## config.mk

```make
export PLATFORM = sky130hd
export DESIGN_NAME = instr_fetch
export DESIGN_NICKNAME = d
export VERILOG_FILES = /design/src/rtl/instr_fetch_pkg.sv /design/src/rtl/instr_fetch_pc_reg.sv /design/src/rtl/instr_fetch.sv
export SDC_FILE = /design/constraint.sdc
export NUM_CORES = 1
export LEC_CHECK = 0
export CAP_MARGIN = 20
export CORE_ASPECT_RATIO = 1.25
export CORE_UTILIZATION = 40
export CTS_BUF_LIST = sky130_fd_sc_hd__clkbuf_8
export DETAILED_ROUTE_END_ITERATION = 10
export MAX_ROUTING_LAYER = met4
export PLACE_DENSITY = 0.8
export SLEW_MARGIN = 25
export SYNTH_ARGS = -nofsm -noshare
export SYNTH_HDL_FRONTEND = slang
export SYNTH_SLANG_ARGS = --single-unit
export TNS_END_PERCENT = 30
```

## constraint.sdc

```tcl
create_clock -name clock -period 2.39 [get_ports clock]
set_input_delay 0.3585 -clock clock [delete_from_list [all_inputs] [get_ports clock]]
set_output_delay 0.3585 -clock clock [all_outputs]
set_load 0.005 [all_outputs]
```

## src/rtl/instr_fetch_pkg.sv

```systemverilog
// Shared definitions for the instruction fetch unit.
package instr_fetch_pkg;

    typedef enum logic [2:0] {
        ST_BOOT    = 3'd0,
        ST_HANDOFF = 3'd1,
        ST_RUN     = 3'd2,
        ST_HALTED  = 3'd3,
        ST_FAULT   = 3'd4
    } fetch_state_t;

    // Opcode field (bits 31:26) that decode recognises as halt.
    localparam logic [5:0] HALT_OPCODE = 6'b011000;

    // Number of valid words in the boot ROM.
    localparam int BIOS_SIZE_DEFAULT = 81;

endpackage

```

## src/rtl/instr_fetch_pc_reg.sv

```systemverilog
// Program counter register with its next-PC mux and incrementer.
module pc_reg #(
    parameter int PC_W = 26
) (
    input  logic            clock,
    input  logic            reset,
    input  logic            inc,
    input  logic            load,
    input  logic [PC_W-1:0] load_addr,
    output logic [PC_W-1:0] pc
);

    logic [PC_W-1:0] pc_next;

    // Next-PC select: a load beats an increment; otherwise hold.
    always_comb begin
        pc_next = pc;
        if (load) begin
            pc_next = load_addr;
        end else if (inc) begin
            pc_next = pc + PC_W'(1);
        end
    end

    // PC register, cleared to the first boot ROM word on reset.
    always_ff @(posedge clock) begin
        if (reset) begin
            pc <= '0;
        end else begin
            pc <= pc_next;
        end
    end

endmodule

```

## src/rtl/instr_fetch.sv

```systemverilog
// Instruction fetch: boot/run FSM, instruction register, and PC control.
module instr_fetch
    import instr_fetch_pkg::*;
#(
    parameter int BIOS_SIZE  = BIOS_SIZE_DEFAULT,
    parameter int PC_W       = 26,
    parameter int USER_START = 0
) (
    input  logic            clock,
    input  logic            reset,
    output logic [PC_W-1:0] pc,
    input  logic [31:0]     bios_instr,
    input  logic [31:0]     mem_instr,
    input  logic            stall,
    input  logic            jump_en,
    input  logic [PC_W-1:0] jump_addr,
    input  logic            halt,
    input  logic            resume,
    output logic [31:0]     instrucao,
    output logic [PC_W-1:0] instr_pc,
    output logic            instr_valid,
    output logic            boot_mode,
    output logic            fault
);

    localparam logic [PC_W-1:0] BIOS_LIMIT = PC_W'(BIOS_SIZE);
    localparam logic [PC_W-1:0] USER_PC    = PC_W'(USER_START);

    fetch_state_t    state, state_next;
    logic            pc_inc, pc_load;
    logic [PC_W-1:0] pc_load_addr;
    logic            capture, flush;
    logic [31:0]     fetch_word;

    assign fetch_word = (state == ST_BOOT) ? bios_instr : mem_instr;
    assign boot_mode  = (state == ST_BOOT);
    assign fault      = (state == ST_FAULT);

    pc_reg #(
        .PC_W(PC_W)
    ) u_pc_reg (
        .clock    (clock),
        .reset    (reset),
        .inc      (pc_inc),
        .load     (pc_load),
        .load_addr(pc_load_addr),
        .pc       (pc)
    );

    // State register.
    always_ff @(posedge clock) begin
        if (reset) begin
            state <= ST_BOOT;
        end else begin
            state <= state_next;
        end
    end

    // Next state and per-edge actions; priority halt > jump > stall > sequential.
    always_comb begin
        state_next   = state;
        pc_inc       = 1'b0;
        pc_load      = 1'b0;
        pc_load_addr = jump_addr;
        capture      = 1'b0;
        flush        = 1'b0;
        case (state)
            ST_BOOT: begin
                if (halt) begin
                    state_next   = ST_HANDOFF;
                    pc_load      = 1'b1;
                    pc_load_addr = USER_PC;
                    flush        = 1'b1;
                end else if (jump_en) begin
                    pc_load = 1'b1;
                    flush   = 1'b1;
                end else if (stall) begin
                    // hold everything
                end else if (pc >= BIOS_LIMIT) begin
                    // Boot PC ran off the ROM: refuse to capture garbage.
                    state_next = ST_FAULT;
                    flush      = 1'b1;
                end else begin
                    capture = 1'b1;
                    pc_inc  = 1'b1;
                end
            end
            ST_HANDOFF: begin
                // One dead cycle while the source switches to user memory.
                state_next = ST_RUN;
            end
            ST_RUN: begin
                if (halt) begin
                    state_next = ST_HALTED;
                    flush      = 1'b1;
                end else if (jump_en) begin
                    pc_load = 1'b1;
                    flush   = 1'b1;
                end else if (stall) begin
                    // hold everything
                end else begin
                    capture = 1'b1;
                    pc_inc  = 1'b1;
                end
            end
            ST_HALTED: begin
                // Only resume matters here; the frozen pc is where fetch restarts.
                if (resume) begin
                    state_next = ST_RUN;
                end
            end
            ST_FAULT: begin
                // Sticky until reset.
            end
            default: begin
                state_next = ST_FAULT;
            end
        endcase
    end

    // Instruction register: capture the selected word, or drop valid on a flush.
    always_ff @(posedge clock) begin
        if (reset) begin
            instrucao   <= '0;
            instr_pc    <= '0;
            instr_valid <= 1'b0;
        end else if (capture) begin
            instrucao   <= fetch_word;
            instr_pc    <= pc;
            instr_valid <= 1'b1;
        end else if (flush) begin
            instr_valid <= 1'b0;
        end
    end

endmodule
```

* After elaboration in Yosys (flattened, before gate mapping) *
Cells that the tools add are included.

word-level totals
  bits in registers = 88
  input port bits = 96

operators by class
  muxes and demuxes = 31
  order comparisons = 1
  add/sub/neg operators = 1
  equal/unequal tests = 9
  reduce and logical (&&, ||, !) cells = 4
  bitwise logic cells = 1

operator list
  cell                   number
  $mux 26                4
  $mux 32                1
  $add 26x1->26 const B  1
  $ge 26x7->1 const B    1
  $mux 3                 6
  $mux 1                 16
  $pmux 3 s5             1
  $eq 3x2->1 const B     2
  $ne 3x3->1 const B     2
  $pmux 1 s2             3
  $reduce_and 6->1       1
  $ne 2x2->1 const B     2
  $reduce_bool 2->1      2
  $eq 3x1->1 const B     1
  $eq 3x3->1 const B     1
  $logic_not 3->1        1
  $ne 3x2->1 const B     1
  $not 1->1              1

* Longest topological paths before layout *
  depth after elaboration = 8
  mapped depth = 10

* By module *
A second synthesis with hierarchy kept.

unflattened totals
  cells, all modules = 691
  area, all modules = 5536.6 sq um

by module, submodules not included
  module       instances  area an instance (sq um)  cells each
  instr_fetch  1          4051.4                    507
  pc_reg       1          1485.2                    184

* Worst setup path after synthesis *
Ideal clock, no wire load.

  kind = register to register
  start point = register u_pc_reg.pc[9]
  end point = register u_pc_reg.pc[19]
  setup slack = 242 ps
  buffers on the path = 2
  cell stages (with the launch flop) = 8
  arrival = 2024 ps
  cells stage by stage = dfxtp_1 > buf_2 > or4_4 > o41ai_2 > nand2_1 > buf_2 > nor3_1 > o22ai_1

on the way
  longest elaborated chain between the ends = 7
  elaborated cells between the ends (all ways) = 10

ends and longest elaborated chain
  element                      line                      RTL
  start: declaration           instr_fetch_pc_reg.sv:10  output logic [PC_W-1:0] pc
  start signal: assignment     instr_fetch_pc_reg.sv:30  pc <= pc_next;
  $ge 26x7->1                  instr_fetch.sv:79         end else if (pc >= BIOS_LIMIT) begin
  $mux 1                       instr_fetch.sv:79
  $mux 1                       instr_fetch.sv:77         end else if (stall) begin
  $mux 1                       instr_fetch.sv:74         end else if (jump_en) begin
  $mux 1                       instr_fetch.sv:69         if (halt) begin
  $pmux 1 s2                   instr_fetch.sv:67         case (state)
  $reduce_bool 2->1 (no line)  --

Parallel ways exist; a longest one is shown, timed or not. The select of a mux whose other input is x is not followed.
A chain may end at the register's enable or synchronous reset.

* Worst setup path in the final report *
  start point = register u_pc_reg.pc[20]
  end point = register u_pc_reg.pc[17]

on the way
  longest elaborated chain between the ends = 7

ends and longest elaborated chain
  element                      line
  $ge 26x7->1                  instr_fetch.sv:79
  $mux 1                       instr_fetch.sv:79
  $mux 1                       instr_fetch.sv:77
  $mux 1                       instr_fetch.sv:74
  $mux 1                       instr_fetch.sv:69
  $pmux 1 s2                   instr_fetch.sv:67
  $reduce_bool 2->1 (no line)  --

No other way between the ends.

==> flow_summary.toml <==
[worst_hold_path]
hold_class = "input port to flip-flop"

[sta]
finalSetupViolCount = 0
period_needed_ns = 2.26
tightest_slew_ns = 0.471
finClkSkew_ns = 0.00742
hold_viol = 0
rsz0062_at_grt = "false"
tns_ns = 0
drv_slew = 0
slew_headroom_pct = 68.3
period_share_pct = 94.4
max_freq_mhz = 443

[final_layout]
largest_register_ffs = 32
final_nets = 798
area_growth_pct = 55.2
antenna_cells = 0
n_fill_cell = 879
drive_above_1_share_pct = 13.2

[run_status]
status = "finished clean"

[drt]
dr.pass1.iters = 4
drt_wl_total_um = 13400
viasPerCell = 5.45
wl_per_cell_um = 16.0
route.detailed.drc = 0
drtAntennaViolNets = 0
dr.first_iter.drc_count = 252
vias = 4554

[yosys]
ys_types = 46
synth_fa_ha_area_share_pct = 0.870
synth_top_area_share_pct = 40.8
synth_seq_cells = 88
synthCells = 503
synth-warning-count = 0
synth_xor_area_share_pct = 2.84
syn_nets = 602
synth_compound_area_share_pct = 21.7
yosysTopAreaCell = "dfxtp_1"
yosys.area_share.simple_pct = 20.6
synthTopCellsByArea = "dfxtp_1, mux2i_1, a211oi_2, nand2_1, nor2_1"
synth.most_common_cell = "dfxtp_1"
seq_area_frac_synth_pct = 40.8
syn_avg_cell_area_um2 = 8.58
synthTopCellsByCount = "dfxtp_1, nand2_1, nor2_1"
async_flop_share_pct = 0
synth_top_family_by_area = "compound AO/OA/AOI/OAI gates"
netlist_area_um2 = 4310
synthMuxAreaShare_pct = 7.42
ys.flop_type = "dfxtp_1"
synth_edf_count = 0

[power_and_ir_drop]
finalPower_uw = 3610
p_leak_uw = 0.00242
ir_worst_vdd_mv = 0.299
power_density_nw_per_um2 = 539

[worst_setup_path]
crit_type = "flip-flop to flip-flop"
worstPathMaxFanout = 3
crit_path_end_kind = "flip-flop"
startpoint_type = "flip-flop"
arrival_ns = 2.47
crit_required_ns = 2.61

[floorplanning]
num_rows = 42
die_h_um = 118
die_area_um2 = 11200
die_x_um = 94.9
num_io_pins = 183
start_util_pct = 40.8
core_um2 = 10600

[grt]
grt_pass1_vias = 4424
grt_overflow_total = 0
grt_start_max_net_pins = 41
grtUsageTotal_pct = 24.8
grt_pass1_wl_um = 21200
grt_antenna_before_repair = 0

[cts]
post_cts_buffers = 0
ctsHoldBuffers = 0
cts-root-buf = "clkbuf_8"
clkLatencyLatePin_ns = 0.35
clock_sinks = 88
cts_buffers = 9
htreeDepth = 3
clkTransAtPathRegs_ns = 0.08
cts_tree = "done"
clock_path_buffers = 2

[placement]
port-buffer-count = 182
gp_congestion = 0.868
dp.final_hpwl_um = 10200

[job]
maxCapViolCount = 0
-- worst max-delay path, stage by stage, from the launching register on --
cell and delay, ns:
dfxtp_1 0.33, nor4_1 0.35, nand4_1 0.22, o41ai_2 0.43
nand2_1 0.21, o311ai_1 0.41, o21ai_0 0.17
-- placed cells by master, fill, tap and decap left out, drive strengths merged, types with 6 or more instances in the layout --
cell type / instances
nand3: 12
a211oi: 35
dfxtp: 88
inv: 10
a21oi: 41
clkdlybuf4s50: 181
o21ai: 9
a221oi: 14
xnor2: 10
nand2: 70
nor4: 6
mux2i: 32
nand4: 9
nor3: 28
clkbuf: 11
buf: 46
nor2: 58
-- timing repair --
item,CTS,global route
gates resized for setup,0,2
endpoints found under the setup margin,0,57
hold endpoints to repair,0,0
-- area by class of cell --
cell class / count / area [um2] / share of cell area [%]
clock buffer: 11 / 151 / 2.26
clock inverter: 5 / 47.5 / 0.710
inverter: 8 / 30.0 / 0.448
multi-input combinational: 365 / 2330 / 34.8
sequential: 88 / 1760 / 26.3
tap: 132 / 165 / 2.47
timing repair buffer: 227 / 2210 / 33.0
-- per-layer routing --
metal	vias up	wire, um	global-route usage [%]
met3	32	880	4.20
met1	2098	5380	28.7
li1	2193	-	-
met4	0	370	11.6
met2	231	6720	41.2
met5	-	0	-
-- final timing paths --
check | start | slack [ns] | to | depth (start not counted)
worst max register to register | u_pc_reg.pc[20]$_SDFFE_PP0P_ | 0.13 | u_pc_reg.pc[17]$_SDFFE_PP0P_ | 6
worst min register to register | instr_pc[25]$_SDFFE_PP0P_ | 0.46 | instr_pc[25]$_SDFFE_PP0P_ | 2
worst max-delay path | u_pc_reg.pc[20]$_SDFFE_PP0P_ | 0.13 | u_pc_reg.pc[17]$_SDFFE_PP0P_ | 6
worst min-delay path | reset | 0.36 | u_pc_reg.pc[0]$_SDFFE_PP0P_ | 2
-- power breakdown --
part | internal, uW | switching, uW
clock | 530 | 507
combinational | 526 | 451
sequential | 1530 | 61.5
total | 2590 | 1020
-- logic make-up (layout without fill, tap and decap cells) --
kind of cell	count (synthesis)	in the layout
buffers and inverters	50	251
DFF	88	88
xor gates and xnor gates	14	14
and+or+nand+nor	197	197
adders and majority gates	3	3
AOI/OAI and AO/OA	119	119
muxes	32	32
-- metrics by stage --
stage	setup WS, ns	util [%]	hold WS (ns)	instances	area [um2]
3_3_place_gp	0.156	61.5	0.442	820	6490
5_1_grt	0.00435	63.4	0.369	836	6700
6_report	0.133	63.4	0.360	836	6700
4_1_cts	0.0248	63.3	0.332	836	6690
3_5_place_dp	0.122	61.5	0.445	820	6490
2_1_floorplan	0.242	-	0.453	503	4310
Note: power is estimated with default switching activity, not from simulation.
